<file path="config.mk">
export PLATFORM = sky130hd
export DESIGN_NAME = noc_yummy_rx
export DESIGN_NICKNAME = d
export VERILOG_FILES = /design/src/rtl/noc_yummy_rx.sv
export SDC_FILE = /design/constraint.sdc
export NUM_CORES = 1
export LEC_CHECK = 0
export ABC_AREA = 1
export BUFFER_PORTS_ARGS = -buffer_cell sky130_fd_sc_hd__buf_2
export CAP_MARGIN = 10
export CELL_PAD_IN_SITES_DETAIL_PLACEMENT = 1
export CELL_PAD_IN_SITES_GLOBAL_PLACEMENT = 1
export CORE_MARGIN = 5
export CORE_UTILIZATION = 45
export CTS_BUF_LIST = sky130_fd_sc_hd__clkbuf_16
export DETAILED_ROUTE_END_ITERATION = 16
export PLACE_DENSITY = 0.75
export RECOVER_POWER = 25
export SYNTH_ARGS = -nofsm -noshare
export SYNTH_HDL_FRONTEND = slang
export SYNTH_SLANG_ARGS = --single-unit
</file>
<file path="constraint.sdc">
create_clock -name clk -period 5.3 [get_ports clk]
set_input_delay 1.06 -clock clk [delete_from_list [all_inputs] [get_ports clk]]
set_output_delay 1.06 -clock clk [all_outputs]
set_load 0.02 [all_outputs]
</file>
<file path="src/rtl/noc_yummy_rx.sv">
// ----------------------------------------------------------------------------
// noc_yummy_rx
//
// Link-receiver endpoint for the credit-based ("yummy") NoC link protocol.
// Flits arriving from a neighbouring router are stored in a DEPTH-entry FIFO
// and offered to a local consumer over a valid/ready handshake. Every flit
// the consumer takes is returned to the sender as a one-cycle yummy (credit)
// pulse, registered so there is no combinational path from out_ready.
//
// The sending router starts with DEPTH credits, so a flit arriving while the
// FIFO is full is a protocol violation. Such a flit is always dropped. When
// the NOC_YUMMY_RX_CHK_EN macro is defined, a sticky ovf_err flag records the
// violation and a simulation-only $error is raised. When the macro is not
// defined, ovf_err is tied low and no check logic exists.
//
// Parameters:
//   WIDTH  flit width (matches the link data/response width)
//   DEPTH  FIFO entries; power of two, >= 2, equal to sender's credit count
//   CNT_W  occupancy counter width (derived)
//
// Ports:
//   clk             rising-edge clock
//   rst             synchronous active-high reset
//   link_in         flit from neighbour router output
//   link_vld_in     flit valid, one flit per cycle when high
//   link_yummy_out  credit-return pulse to neighbour yummy input
//   out_data        head-of-FIFO flit (meaningful only while out_valid)
//   out_valid       FIFO non-empty
//   out_ready       consumer accepts the head when high with out_valid
//   occupancy       current entry count, 0..DEPTH
//   ovf_err         sticky overflow flag (only with NOC_YUMMY_RX_CHK_EN)
// ----------------------------------------------------------------------------
module noc_yummy_rx #(
    parameter int WIDTH = 64,
    parameter int DEPTH = 4,
    parameter int CNT_W = $clog2(DEPTH + 1)
) (
    input  logic             clk,
    input  logic             rst,
    input  logic [WIDTH-1:0] link_in,
    input  logic             link_vld_in,
    output logic             link_yummy_out,
    output logic [WIDTH-1:0] out_data,
    output logic             out_valid,
    input  logic             out_ready,
    output logic [CNT_W-1:0] occupancy,
    output logic             ovf_err
);

    // Pointer width; DEPTH is a power of two so pointers wrap by overflow.
    localparam int PTR_W = $clog2(DEPTH);
    localparam logic [CNT_W-1:0] FULL_CNT = CNT_W'(DEPTH);

    logic [WIDTH-1:0] mem [DEPTH];
    logic [PTR_W-1:0] wr_ptr;
    logic [PTR_W-1:0] rd_ptr;
    logic [CNT_W-1:0] count;
    logic             yummy_q;
    logic             full;
    logic             enq;
    logic             deq;

    // The full test uses the registered count only. A dequeue in the same
    // cycle does not make room, because its credit has not reached the
    // sender yet, so an arrival at full is always a violation and is dropped.
    assign full      = (count == FULL_CNT);
    assign enq       = link_vld_in & ~full;
    assign out_valid = (count != '0);
    assign deq       = out_valid & out_ready;

    // The head is read straight from storage. out_valid comes from the
    // registered count, so a flit written this cycle is not visible until
    // the following cycle.
    assign out_data       = mem[rd_ptr];
    assign occupancy      = count;
    assign link_yummy_out = yummy_q;

    // Pointers and occupancy. Reset discards every stored flit. Enqueue and
    // dequeue in the same cycle leave the count unchanged.
    always_ff @(posedge clk) begin
        if (rst) begin
            wr_ptr <= '0;
            rd_ptr <= '0;
            count  <= '0;
        end else begin
            if (enq) begin
                wr_ptr <= wr_ptr + PTR_W'(1);
            end
            if (deq) begin
                rd_ptr <= rd_ptr + PTR_W'(1);
            end
            case ({enq, deq})
                2'b10:   count <= count + CNT_W'(1);
                2'b01:   count <= count - CNT_W'(1);
                default: count <= count;
            endcase
        end
    end

    // Flit storage. It is not reset because its contents are don't-care
    // while the FIFO is empty. Only accepted flits are written.
    always_ff @(posedge clk) begin
        if (enq) begin
            mem[wr_ptr] <= link_in;
        end
    end

    // One credit per dequeue, issued in the cycle after the handshake.
    // Back-to-back dequeues give back-to-back pulses. Reset cancels any
    // credit that has not been issued yet.
    always_ff @(posedge clk) begin
        if (rst) begin
            yummy_q <= 1'b0;
        end else begin
            yummy_q <= deq;
        end
    end

`ifdef NOC_YUMMY_RX_CHK_EN
    logic ovf_q;

    // Sticky overflow flag. It sets on any arrival at full and clears only
    // on reset.
    always_ff @(posedge clk) begin
        if (rst) begin
            ovf_q <= 1'b0;
        end else if (link_vld_in && full) begin
            ovf_q <= 1'b1;
        end
    end

    assign ovf_err = ovf_q;

`ifndef SYNTHESIS
    // Report the violation in simulation in the cycle it happens.
    always_ff @(posedge clk) begin
        if (!rst && link_vld_in && full) begin
            $error("noc_yummy_rx: flit arrived while FIFO full, flit dropped");
        end
    end
`endif
`else
    assign ovf_err = 1'b0;
`endif

endmodule

</file>
==> results.ini, run 1 <==
[run_status]
status = completed

[placement]
dp.cells = 1074
place_congestion = 0.768
port_buffers = 136
dp_hpwl_um = 14500

[die]
rows = 54
coreArea_um2 = 21900
fp.dieW_um = 159
dieArea_um2 = 25300
initial_utilization_pct = 45.7
die_y_um = 159
ios = 138

[critical_path]
path_class = reg2out
path_buf_inv = 3
critPathMaxStageDelay_ns = 0.80
rr_worst_depth = 5
critPathSlowestCell = inv_4
arrival_ns = 2.82
worstPathRequired_ns = 4.24
timing.rr.start = occupancy[1]
crit_path_start_kind = flip-flop
r2r_end = mem[3][8]
worstPathCellList = inv_4 -> buf_4 -> nor2_1 -> o22ai_1 -> buf_2
reg2reg_slack_ns = 2.71
cp-end-kind = output port
path_max_fanout = 97
worst_path_dominant_cell_family = buffers and inverters

[sta]
whs_ns = 0.515
fmax_ghz = 0.258
tightestPinTransition_ns = 1.03
clock_skew_ns = 0.0141
finalSetupTns_ns = 0
slew_violations = 0
final-setup-viol-count = 0
relSlewSlack_pct = 31.2
period_minus_slack_ns = 3.88
hold_viol = 0
min_period_over_period_pct = 73.2
rsz0062_at_grt = false

[cells_and_area]
postLayoutCoreUtil_pct = 53.2
syn2layout_area_growth_pct = 16.4
final_nets = 897
layout-drive-gt1-share_pct = 17.2
n_antenna_cell = 0
instances_no_fill = 1122

[detailed_routing]
dr_total_vias = 6143
wl_met1_um = 9900
met2WireLength_um = 12000
ant_nets = 0
drt_iter0_markers = 453
drc = 0
routed.top_layer = met5
wl_per_cell_um = 21.1
dr_wl_met3_um = 1410
viasPerCell = 5.48
drt_first_pass_iters = 5
routed_wl_um = 23700

[cts]
cts_resized = 0
postCtsSetupBuffers = 0
path_clk_slew_ns = 0.06
clock_path_buffers = 3
h-tree-depth = 1
cts_buffers = 27
cts_tree = done
clk_latency_ns = 0.52
hold_buffers = 0
cts.root.buffer_cell = clkbuf_16
cts_sinks = 266

[grt]
antenna_found_initial = 1
grt_pass1_vias = 6716
grt_pass1_wl_um = 37100
grt_usage_pct = 18.2
overflow = 0
grt_max_degree = 98

[synthesis]
synth_seq_cells = 266
syn_inst = 691
syn_nets = 765
synth-seq-area-share_pct = 78.8
synth_area_um2 = 10000
yosysUniqueCellTypes = 20
ys_warn_count = 0
syn_area_per_cell_um2 = 14.5

[pwr]
p_leak_nw = 4.03
p_per_area_nw_per_um2 = 498
ir_drop_mv = 0.268

[min_path]
hold_path.class = reg2reg
hp-start = wr_ptr[0]
worst_hold_path.num_cells = 2
holdPathEnd = wr_ptr[0]

[run]
cap_viol_max_count = 0

-- cell type report --
cell class	instances	area, µm²
Fill cell	2211	10200
Sequential cell	266	7890
Multi-Input combinational cell	365	1800
Timing Repair Buffer	145	717
Clock buffer	27	676
Tap cell	280	350
Clock inverter	21	145
Inverter	18	70.1
-- Yosys cell counts --
cell,number,area share [%]
edfxtp_1,256,77
nor2_1,139,5.2
o21ai_0,74,3.7
o22ai_1,64,4.0
o21ai_1,56,2.8
clkbuf_1,18,0.68
inv_1,16,0.60
nand2_1,15,0.56
buf_6,13,1.5
dfxtp_1,10,2.0
buf_4,7,0.53
a21oi_1,5,0.25
ha_1,5,0.63
nand3_1,5,0.25
clkbuf_2,3,0.15
buf_2,1,0.050
clkinv_1,1,0.037
conb_1,1,0.037
fa_1,1,0.20
inv_2,1,0.037
-- flip-flops by register name, summed over array words and instances, names as in the netlist, named ones only --
| name | cells |
|---|---|
| mem | 256 |
| occupancy | 3 |
| rd_ptr | 2 |
| wr_ptr | 2 |
| link_yummy_out | 1 |
-- logic make-up (layout without fill, tap and decap cells) --
logic type	Yosys count	after routing	share of synthesized area [%]
adder cells (fa/ha/maj)	6	6	0.825
other	1	1	0.0375
AO/OA/AOI/OAI	199	199	10.8
AND/OR/NAND/NOR	159	159	6.03
flip-flops	266	266	78.8
buffers and inverters	60	211	3.54
-- worst min-delay path, cell delays in order (launching register included) --
cell and delay, ns:
dfxtp_1 0.34, nand2_1 0.08, a21oi_1 0.05
-- through the flow --
| stage | power [mW] | setup WS [ns] | cell area [µm²] |
|---|---|---|---|
| 6_report | 5.80 | 1.42 | 11600 |
| 4_1_cts | 5.88 | 1.36 | 11700 |
| 3_3_place_gp | 4.03 | 2.02 | 10900 |
| 3_5_place_dp | 4.12 | 1.92 | 10900 |
| 2_1_floorplan | 3.61 | 0.929 | 10000 |
| 5_1_grt | 6.10 | 1.17 | 11600 |
-- routing by layer --
metal	vias up	track usage, %
met1	3110	23.3
li1	2837	-
met4	2	3.96
met2	164	32.1
met5	-	0
met3	30	3.70
-- power breakdown --
part | switching, mW | internal (mW)
logic | 1.06 | 0.408
registers | 0.0801 | 2.50
clock network | 0.740 | 1.02
total | 1.88 | 3.92
-- worst max path at each step --
stage,to,slack [ns],cells after the start
finish,out_data[0],1.42,5
global route,out_data[16],1.17,5
CTS,out_data[16],1.36,5
detailed placement,out_data[16],1.92,5
global placement,out_data[0],2.02,5
floorplan,mem[0][0],0.93,2
-- placed cells by master, fill, tap and decap left out, drive strengths merged --
cell and instances:
edfxtp 256, nor2 139, o21ai 130, buf 100, clkbuf 72, o22ai 64, inv 26, nand2 15
clkinv 11, dfxtp 10, a21oi 5, nand3 5, ha 5, bufinv 2, fa 1, conb 1
Power figures use the tool's default switching activity.
==> run 2: changes to the inputs <==
clock period = 3.7 ns   (was 5.3 ns; I/O delays follow)
==> run 2 against run 1 <==
  * Core utilization unchanged
  * Critical path depth unchanged
  * Combinational power increased by 45%
  * Count of clock-buffer cells in the layout unchanged
  * Critical path type unchanged
  * Sequential share of layout area unchanged
  * Design area unchanged
  * Via count increased by 1.0%
  * Highest routed layer unchanged
==> results.ini, run 2 (same netlist as run 1, synthesis figures left out) <==
[die]
dieArea_um2 = 25300  ; unchanged
die_y_um = 159  ; unchanged
fp.dieW_um = 159  ; unchanged
rows = 54  ; unchanged
initial_utilization_pct = 45.7  ; unchanged
ios = 138  ; unchanged
coreArea_um2 = 21900  ; unchanged

[detailed_routing]
viasPerCell = 5.51  ; +0.56%
dr_total_vias = 6205  ; +1.0%
drt_iter0_markers = 368  ; -19%
routed_wl_um = 23700  ; +0.24%
ant_nets = 0  ; unchanged
drt_first_pass_iters = 5  ; unchanged
drc = 0  ; unchanged
wl_per_cell_um = 21.1  ; -0.20%

[critical_path]
worstPathRequired_ns = 2.96  ; -1.28 ns
arrival_ns = 2.51  ; -0.31 ns
crit_path_start_kind = flip-flop
cp-end-kind = output port
path_class = reg2out
path_max_fanout = 56  ; -42%
reg2reg_slack_ns = 1.53  ; -1.18 ns

[sta]
fin_ws_ns = 0.452  ; -0.970 ns
fmax_ghz = 0.308
min_period_over_period_pct = 87.8
relSlewSlack_pct = 53.3  ; +22 points
hold_viol = 0  ; unchanged
period_minus_slack_ns = 3.25
final-setup-viol-count = 0  ; unchanged
clock_skew_ns = 0.00795  ; -0.00611 ns
rsz0062_at_grt = false
tightestPinTransition_ns = 0.699  ; -0.330 ns
slew_violations = 0  ; unchanged

[placement]
place_congestion = 0.776  ; +1.0%
dp_hpwl_um = 14400  ; -0.23%
port_buffers = 136  ; unchanged
preCtsSetupSlack_ns = 0.990  ; -0.925 ns

[cells_and_area]
largest_reg_flops = 256  ; unchanged
syn2layout_area_growth_pct = 16.4  ; unchanged
final_nets = 902  ; +0.56%
final_cell_mix = edfxtp_1, nor2_1, buf_2
fillers = 2224  ; +0.59%
final_common_cell = edfxtp_1
layout-drive-gt1-share_pct = 18.0  ; +0.75 points
largest-register = mem

[grt]
antenna_found_initial = 2  ; +1
overflow = 0  ; unchanged
grt_usage_pct = 18.3  ; +0.11 points
grt_pass1_wl_um = 37500  ; +1.0%
grt_max_degree = 69  ; -30%
grt_pass1_vias = 6840  ; +1.8%

[pwr]
combPwrFrac_pct = 25.8  ; +0.5 points
p_per_area_nw_per_um2 = 707  ; +42%
p_seq_share_pct = 44.8  ; +0.3 points
power_switching_share_pct = 32.5  ; +0.13 points
internal_power_mw = 5.56  ; +42%
p_leak_nw = 4.04  ; +0.26%
ir_drop_mv = 0.375  ; +40%
p_switching_mw = 2.67  ; +42%
power_mw = 8.23  ; +42%
clockPowerShare_pct = 29.4  ; -0.9 points

[cts]
cts_tree = done
cts_resized = 0  ; unchanged
postCtsSetupBuffers = 0  ; unchanged
cts_sinks = 266  ; unchanged
clock_path_buffers = 3  ; unchanged
cts_buffers = 27  ; unchanged
clk_latency_ns = 0.50  ; -0.02 ns
cts.root.buffer_cell = clkbuf_16
hold_buffers = 0  ; unchanged
path_clk_slew_ns = 0.05  ; about the same
h-tree-depth = 1  ; unchanged

[min_path]
hold_path.class = in2reg

[run_status]
status = completed

[run]
cap_viol_max_count = 0  ; unchanged

run 2: cell count changes in the layout (fill, tap and decap cells not counted), sizes merged:
cell / delta
inv: -2
bufinv: -1
clkbuf: -3
clkinvlp: +1
buf: +8
diode: +1
clkinv: +1
run 2: layout make-up:
cell class                 count  area, µm²  area share, %
antenna                        1       2.50         0.0215
tap                          280        350           3.01
timing repair buffer         150        746           6.40
multi-input combinational    365       1800           15.4
clock buffer                  27        676           5.80
sequential                   266       7890           67.8
clock inverter                20        114          0.978
inverter                      18       70.1          0.602
run 2: worst max-delay path, stage by stage (launching register included):
cell     delay (ns)
dfxtp_4        0.44
inv_4          0.50
buf_4          0.46
o21ai_1        0.12
o22ai_1        0.25
buf_2          0.22
run 2: worst paths after layout:
check | start | end | depth (start not counted)
worst max-delay path | flip-flop | out_data[1] | 5
worst min-delay path | link_in[52] | mem[0][52] | 1
worst max register to register | occupancy[1] | occupancy[2] | 11
worst min register to register | wr_ptr[0] | wr_ptr[0] | 2
run 2: power groups by stage:
| stage | Clock [mW] | Combinational [mW] | Sequential (mW) |
|---|---|---|---|
| after detailed placement | 0 | 2.15 | 3.75 |
| after global routing | 2.62 | 2.33 | 3.71 |
| after floorplan | 0 | 1.43 | 3.74 |
| final | 2.42 | 2.12 | 3.68 |
| after global placement | 0 | 2.06 | 3.73 |
| after CTS | 2.48 | 2.17 | 3.69 |
run 2: per-layer routing:
metal,up-vias,part of all wire (%),global-route usage (%)
li1,2852,-,-
met1,3164,42,24.0
met2,159,51,31.8
met3,26,6.0,3.70
met4,4,1.1,3.76
met5,-,0.059,0
run 2: per-stage QoR:
step                      hold slack [ns]  TNS (ns)  instance area, µm²  std cells  util (%)
after floorplan                     0.459    -89.95               10000        691         -
after global placement              0.484         0               10900       1079      49.8
after detailed placement            0.504         0               10900       1079      49.8
after CTS                           0.421         0               11700       1126      53.4
after global routing                0.441         0               11600       1126      53.2
final                               0.456         0               11600       1127      53.2
